===== config.mk =====
export PLATFORM = sky130hd
export DESIGN_NAME = data_memory_ws
export DESIGN_NICKNAME = d
export VERILOG_FILES = /design/src/rtl/data_memory_ws.sv
export SDC_FILE = /design/constraint.sdc
export NUM_CORES = 2
export LEC_CHECK = 0
export BUFFER_PORTS_ARGS = -buffer_cell sky130_fd_sc_hd__buf_2
export CAP_MARGIN = 25
export CORE_MARGIN = 1.5
export CORE_UTILIZATION = 38
export DETAILED_ROUTE_END_ITERATION = 7
export PLACE_DENSITY = 0.59
export SYNTH_ARGS = -nofsm -noshare
export SYNTH_HDL_FRONTEND = slang
export SYNTH_SLANG_ARGS = --single-unit

===== constraint.sdc =====
create_clock -name clk -period 4.6 [get_ports clk]
set_clock_uncertainty 0.2 [all_clocks]
set_input_delay 0.46 -clock clk [delete_from_list [all_inputs] [get_ports clk]]
set_output_delay 0.46 -clock clk [all_outputs]
set_load 0.02 [all_outputs]

===== src/rtl/data_memory_ws.sv =====
// ---------------------------------------------------------------------------
// data_memory_ws
//
// Wait-stated, byte-addressed, big-endian data memory for the MEM stage.
// Each access takes WAIT_CYCLES extra cycles and finishes with a one-cycle
// `ready` pulse; out-of-range accesses are flagged with `addr_err` in the
// same cycle. The CPU address window starts at BASE_ADDR and covers
// DEPTH_BYTES bytes.
//
// Build option:
//   DMEM_BYTE_ACCESS_EN - when defined, `byte_access`=1 selects a single
//                         unaligned byte access; otherwise every access is
//                         a word access and `byte_access` is ignored.
//
// Parameters:
//   DEPTH_BYTES  array size in bytes (power of two, >= 4)
//   BASE_ADDR    CPU address of array byte 0 (word aligned)
//   WAIT_CYCLES  extra wait states per access (0..15)
//
// Ports:
//   clk          clock, rising edge
//   rst_n        asynchronous active-low reset
//   mem_read     read request
//   mem_write    write request (wins when both requests are high)
//   byte_access  byte-size access select
//   address      CPU byte address
//   write_data   store data
//   read_data    registered load data, held until the next completed read
//   ready        one-cycle completion pulse
//   addr_err     one-cycle pulse with ready for an out-of-range access
//
// State | meaning
// ------+-----------------------------------------------------------------
// IDLE  | waiting for a request; accepts mem_read/mem_write
// BUSY  | counting down wait states; access performed when counter == 1
// DONE  | ready (and addr_err if out of range); always returns to IDLE
// ---------------------------------------------------------------------------
module data_memory_ws #(
    parameter int unsigned DEPTH_BYTES = 512,
    parameter logic [31:0] BASE_ADDR   = 32'd1024,
    parameter int unsigned WAIT_CYCLES = 3
) (
    input  logic        clk,
    input  logic        rst_n,
    input  logic        mem_read,
    input  logic        mem_write,
    input  logic        byte_access,
    input  logic [31:0] address,
    input  logic [31:0] write_data,
    output logic [31:0] read_data,
    output logic        ready,
    output logic        addr_err
);

    localparam int unsigned AW = $clog2(DEPTH_BYTES);

    typedef enum logic [1:0] {
        ST_IDLE = 2'd0,
        ST_BUSY = 2'd1,
        ST_DONE = 2'd2
    } state_t;

    state_t      state_q, state_d;
    logic [3:0]  cnt_q, cnt_d;
    logic [31:0] addr_q, addr_d;
    logic [31:0] wdata_q, wdata_d;
    logic        wr_q, wr_d;
    logic        err_q, err_d;
    logic [31:0] rdata_q, rdata_d;

    logic [7:0]  mem [DEPTH_BYTES];

    logic        req;
    logic        accept;
    logic        do_access;
    logic [31:0] acc_addr;
    logic [31:0] acc_wdata;
    logic        acc_wr;
    logic        acc_is_byte;
    logic [31:0] off;
    logic [31:0] lane_off;
    logic        in_range;
    logic [AW-1:0] base_idx;
    logic [AW-1:0] lane_idx [4];
    logic        lane_we  [4];
    logic [7:0]  lane_dat [4];
    logic [31:0] rd_val;

`ifdef DMEM_BYTE_ACCESS_EN
    logic        byte_q, byte_d;
`else
    logic        unused_ok;
    assign unused_ok = byte_access;
`endif

    assign req    = mem_read | mem_write;
    assign accept = (state_q == ST_IDLE) && req;

    // With zero wait states the access happens on the accepting edge, so the
    // datapath must look at the live inputs rather than the latched copies.
    assign acc_addr  = accept ? address    : addr_q;
    assign acc_wdata = accept ? write_data : wdata_q;
    assign acc_wr    = accept ? mem_write  : wr_q;

`ifdef DMEM_BYTE_ACCESS_EN
    assign acc_is_byte = accept ? byte_access : byte_q;
`else
    assign acc_is_byte = 1'b0;
`endif

    always_comb begin
        do_access = 1'b0;
        if (accept && (WAIT_CYCLES == 0)) begin
            do_access = 1'b1;
        end else if ((state_q == ST_BUSY) && (cnt_q == 4'd1)) begin
            do_access = 1'b1;
        end
    end

    // Offset is 32-bit unsigned; an address below BASE_ADDR wraps to a huge
    // offset, but the explicit lower-bound compare keeps the intent clear.
    assign off      = acc_addr - BASE_ADDR;
    assign lane_off = acc_is_byte ? off : (off & ~32'd3);
    assign in_range = (acc_addr >= BASE_ADDR) && (lane_off < 32'(DEPTH_BYTES));
    assign base_idx = lane_off[AW-1:0];

    // Lane k carries big-endian byte k of the word; a byte access uses only
    // lane 0 at the unaligned index.
    always_comb begin
        for (int k = 0; k < 4; k++) begin
            lane_idx[k] = base_idx | AW'(k);
            lane_dat[k] = acc_is_byte ? acc_wdata[7:0] : acc_wdata[8*(3-k) +: 8];
            lane_we[k]  = rst_n && do_access && acc_wr && in_range
                          && (!acc_is_byte || (k == 0));
        end
    end

    always_comb begin
        rd_val = {mem[lane_idx[0]], mem[lane_idx[1]], mem[lane_idx[2]], mem[lane_idx[3]]};
        if (acc_is_byte) begin
            rd_val = {24'b0, mem[base_idx]};
        end
    end

    always_comb begin
        state_d = state_q;
        cnt_d   = cnt_q;
        addr_d  = addr_q;
        wdata_d = wdata_q;
        wr_d    = wr_q;
        err_d   = err_q;
        rdata_d = rdata_q;
`ifdef DMEM_BYTE_ACCESS_EN
        byte_d  = byte_q;
`endif

        unique case (state_q)
            ST_IDLE: begin
                if (req) begin
                    addr_d  = address;
                    wdata_d = write_data;
                    wr_d    = mem_write;
`ifdef DMEM_BYTE_ACCESS_EN
                    byte_d  = byte_access;
`endif
                    if (WAIT_CYCLES == 0) begin
                        state_d = ST_DONE;
                    end else begin
                        state_d = ST_BUSY;
                        cnt_d   = 4'(WAIT_CYCLES);
                    end
                end
            end
            ST_BUSY: begin
                cnt_d = cnt_q - 4'd1;
                if (cnt_q == 4'd1) begin
                    state_d = ST_DONE;
                end
            end
            ST_DONE: begin
                state_d = ST_IDLE;
            end
            default: begin
                state_d = ST_IDLE;
            end
        endcase

        if (do_access) begin
            err_d = !in_range;
            if (!acc_wr) begin
                rdata_d = in_range ? rd_val : 32'd0;
            end
        end
    end

    always_ff @(posedge clk or negedge rst_n) begin
        if (!rst_n) begin
            state_q <= ST_IDLE;
            cnt_q   <= 4'd0;
            addr_q  <= 32'd0;
            wdata_q <= 32'd0;
            wr_q    <= 1'b0;
            err_q   <= 1'b0;
            rdata_q <= 32'd0;
`ifdef DMEM_BYTE_ACCESS_EN
            byte_q  <= 1'b0;
`endif
        end else begin
            state_q <= state_d;
            cnt_q   <= cnt_d;
            addr_q  <= addr_d;
            wdata_q <= wdata_d;
            wr_q    <= wr_d;
            err_q   <= err_d;
            rdata_q <= rdata_d;
`ifdef DMEM_BYTE_ACCESS_EN
            byte_q  <= byte_d;
`endif
        end
    end

    // Storage array is deliberately not reset.
    always_ff @(posedge clk) begin
        for (int k = 0; k < 4; k++) begin
            if (lane_we[k]) begin
                mem[lane_idx[k]] <= lane_dat[k];
            end
        end
    end

    assign read_data = rdata_q;
    assign ready     = (state_q == ST_DONE);
    assign addr_err  = (state_q == ST_DONE) && err_q;

endmodule


==> flow_summary_export.csv <==
group,metric,value,unit
status,run_status,"finished with violations",
status,violations,"setup timing",
final_layout,layout_common_cells,"edfxtp_1 (4,096), o22ai_1 (2,045), nor2_1 (1,001), a21oi_1 (501), clkbuf_16 (414)",
synthesis,synth-main-ff-cell,"edfxtp_1",
placement,io_buffers,99,
cts,h-tree-depth,5,
floorplanning,ioPinCount,103,
floorplanning,die-area,401000,um^2
global_routing,grt_pass1_vias,87700,
sta,fin_tns_setup,-0.00485,ns
synthesis,avgSynthCellArea,16.7,um^2
pwr,combPwrFrac,0.328,
synthesis,ys_ff_latch,4198,
global_routing,antenna_found_initial,22,
sta,layout_setup_ws,-0.00485,ns
cts,post_cts_buffers,0,
setup_path,worst-path-buf-inv,3,
worst_hold_path,min_to,"wdata_q[21]",
floorplanning,start_util,0.381,
cts,clk_latency,0.99,ns
pwr,p_switching,43.6,mW
placement,dp_hpwl,259,mm
floorplanning,die_width,633,um
synthesis,yosys_warnings,0,
floorplanning,placementRows,231,
sta,relSlewSlack,0.315,
synthesis,synth_area,151000,um^2
final_layout,final_area,179000,um^2
setup_path,cp_slowest_cell,"nor4_1",
global_routing,grtUsageTotal,0.223,
routing,firstDrtPassIters,8,
setup_path,cp.arrival,5.26,ns
pwr,internal_power,79.6,mW
routing,drcViolationCount,0,
cts,clk_path_buf_depth,4,
sta,period_needed,4.60,ns
setup_path,crit_path_max_fanout,41,
pwr,swShare,0.354,
worst_hold_path,min_path_type,"in2reg",
setup_path,crit_path_start_kind,"flop",
pwr,leakagePower,56.0,nW
global_routing,grt_pass1_wl,646,mm
sta,slew_viol_final,0,
worst_hold_path,hold_start,"write_data[21]",
placement,gp_congestion,0.902,
final_layout,final_nets,9748,
pwr,ir_drop,0.860,mV
setup_path,cp.required,5.25,ns
final_layout,fill_cells,33400,
routing,routedWlPerCell,30.0,um
placement,placed_cell_area,165000,um^2
synthesis,synth.distinct_cells,57,
global_routing,gr-total-overflow,0,
cts,cts_sinks,4198,
synthesis,syn_nets,9106,
sta,worstMarginPinSlew,1.03,ns
routing,dr.first_iter.drc_count,11200,
synthesis,syn_inst,9035,
sta,timing.final.crit_share,1.00,
synthesis,async_flop_share,0.0243,
cts,cts_tree,"built",
final_layout,areaGrowthSynthToFinish,18.7,%
setup_path,reg2reg_depth,12,
setup_path,worst_path_dominant_cell_family,"simple AND/OR/NAND/NOR gates",
setup_path,worst_r2r_endpoint,"read_data[6]",
final_layout,final_common_cell,"edfxtp_1",
synthesis,seq_area_frac_synth,0.832,
pwr,seqPwrFrac,0.403,
run,drv_cap,0,
pwr,clock_power_share,0.269,
setup_path,cpPeakStageDelay,0.71,ns
routing,num_vias,90200,
routing,finalWirelength,459,mm
pwr,power_density,688,nW/um^2
setup_path,r2r_start,"state_q[1]",
floorplanning,die_h,633,um
sta,rsz0062_at_grt,"false",
sta,finalHoldViolations,0,
final_layout,drive_gt1_frac,0.152,
setup_path,path_class,"reg2reg",
global_routing,grt_max_degree,130,
sta,fmax,217,MHz
sta,setup_viol,1,
cts,clk_pin_slew_worst_paths,0.06,ns
cts,cts_inserted_buffers,409,
setup_path,critPathCaptureType,"flop",
routing,via_per_inst,5.90,
setup_path,crit_path_cell_trace,"or2_2 -> o211ai_1 -> and2_4 -> buf_12 -> buf_4 -> o22ai_1 -> nor2_1 -> a21oi_1 -> nor4_1 -> o22ai_1 -> buf_4 -> o31ai_1",
floorplanning,coreArea,396000,um^2
synthesis,synth_edf_count,4096,
routing,ant_nets,0,
worst_hold_path,whs_path_depth,3,
setup_path,rrSetupSlack,-0.005,ns
cts,root_buffer,"clkbuf_16",
-- state kept, by name, summed over array words and instances, names as in the netlist --
| register | cells |
|---|---|
| wr_q | 1 |
| addr_q | 30 |
| wdata_q | 32 |
| read_data | 32 |
| cnt_q | 4 |
| err_q | 1 |
| mem | 4096 |
| state_q | 2 |
-- logic make-up (layout without fill, tap and decap cells) --
family | Yosys count | count (layout) | synth area share
buffers and inverters | 575 | 1561 | 0.0159
adders and majority gates | 2 | 2 | 0.000166
and+or+nand+nor | 1549 | 1549 | 0.0421
DFF | 4198 | 4198 | 0.832
AOI/OAI and AO/OA | 2700 | 2700 | 0.109
other | 0 | 11 | 0
muxes | 8 | 8 | 0.000564
xor gates and xnor gates | 3 | 3 | 0.000174
-- per-stage QoR --
step           power (mW)  utilization  setup slack, ns  hold slack (ns)  cells
4_1_cts               123        0.453           0.0140         0.000351  15300
6_report              123        0.453         -0.00485           0.0428  15300
3_3_place_gp         89.1        0.417          -0.0580            0.256  14400
5_1_grt               126        0.453           0.0112           0.0569  15300
3_5_place_dp         89.8        0.417          -0.0911            0.264  14400
2_1_floorplan        68.4            -          -0.0203          -0.0356   9035
-- synth_stat cells (all sizes together) (2+ instances only) --
library cell / n / area (um^2)
and2: 10 / 62.6
o31ai: 33 / 258
or4: 7 / 52.6
a21boi: 15 / 113
inv: 12 / 45.0
or3: 2 / 12.5
o211ai: 5 / 37.5
a22oi: 35 / 263
nand4: 5 / 31.3
a31oi: 20 / 125
o22ai: 2046 / 12800
o21ai: 5 / 25.0
ha: 2 / 25.0
a22o: 10 / 87.6
nand2: 216 / 811
clkbuf: 326 / 1220
nor2: 1130 / 4240
a221oi: 10 / 87.6
a41oi: 2 / 17.5
nor2b: 3 / 18.8
or4b: 2 / 20.0
nand2b: 7 / 43.8
mux2: 4 / 45.0
a2111oi: 6 / 52.6
edfxtp: 4096 / 123000
nor3: 11 / 66.3
nor4: 127 / 795
buf: 237 / 1130
xnor2: 2 / 17.5
a21oi: 502 / 2520
o311ai: 3 / 26.3
o31a: 2 / 17.5
nand4b: 3 / 26.3
dfrtp: 102 / 2550
or2: 16 / 100
nand3: 2 / 10.0
and3: 2 / 12.5
nor3b: 4 / 30.0
mux2i: 4 / 40.0
-- timing repair --
action                                  in CTS  in global routing
hold buffers                                70                  0
pin swaps                                    0                  0
resized for setup                            2                  5
endpoints found under the setup margin       2                 11
endpoints found under the hold margin      266                  0
-- layout make-up --
class                   count  area [um^2]  share of cell area
clock buffers             517        10900              0.0608
diodes                     11         27.5            0.000154
inverters                  12         45.0            0.000251
repair buffers            794         9410              0.0525
clock inverters           238         2310              0.0129
well taps                5242         6560              0.0366
multi-input cells        4262        24400               0.136
flip-flops and latches   4198       126000               0.701
-- worst max path at each step --
stage	slack, ns	startpoint	to	cells past startpoint
after global placement	-0.06	mem_write	read_data[7]	14
final	-0.005	state_q[1]	read_data[6]	12
after CTS	0.01	state_q[1]	read_data[16]	13
after floorplan	-0.02	addr_q[13]	mem[68][0]	10
after detailed placement	-0.09	state_q[1]	read_data[7]	13
after global routing	0.01	state_q[1]	read_data[6]	12
-- tightest hold or removal path, stage by stage --
cell and delay (ns):
buf_2 0.12, nand2_1 0.09, nand2_4 0.33
-- per-layer routing --
metal / vias to the layer above / track usage / wire [um]
met2: 4780 / 0.366 / 220000
met3: 804 / 0.0407 / 43400
met4: 8 / 0.0835 / 19300
met5: - / 0 / 376
li1: 38000 / - / -
met1: 46600 / 0.297 / 176000
-- power by group through the flow --
stage,Combinational [mW],Sequential (mW),Clock (mW)
6_report,40.4,49.6,33.1
3_3_place_gp,38.7,50.4,0
5_1_grt,42.0,49.6,34.8
4_1_cts,39.7,49.6,33.4
3_5_place_dp,39.5,50.4,0
2_1_floorplan,17.0,51.4,0
No activity file was read; power rests on OpenSTA's default activity.
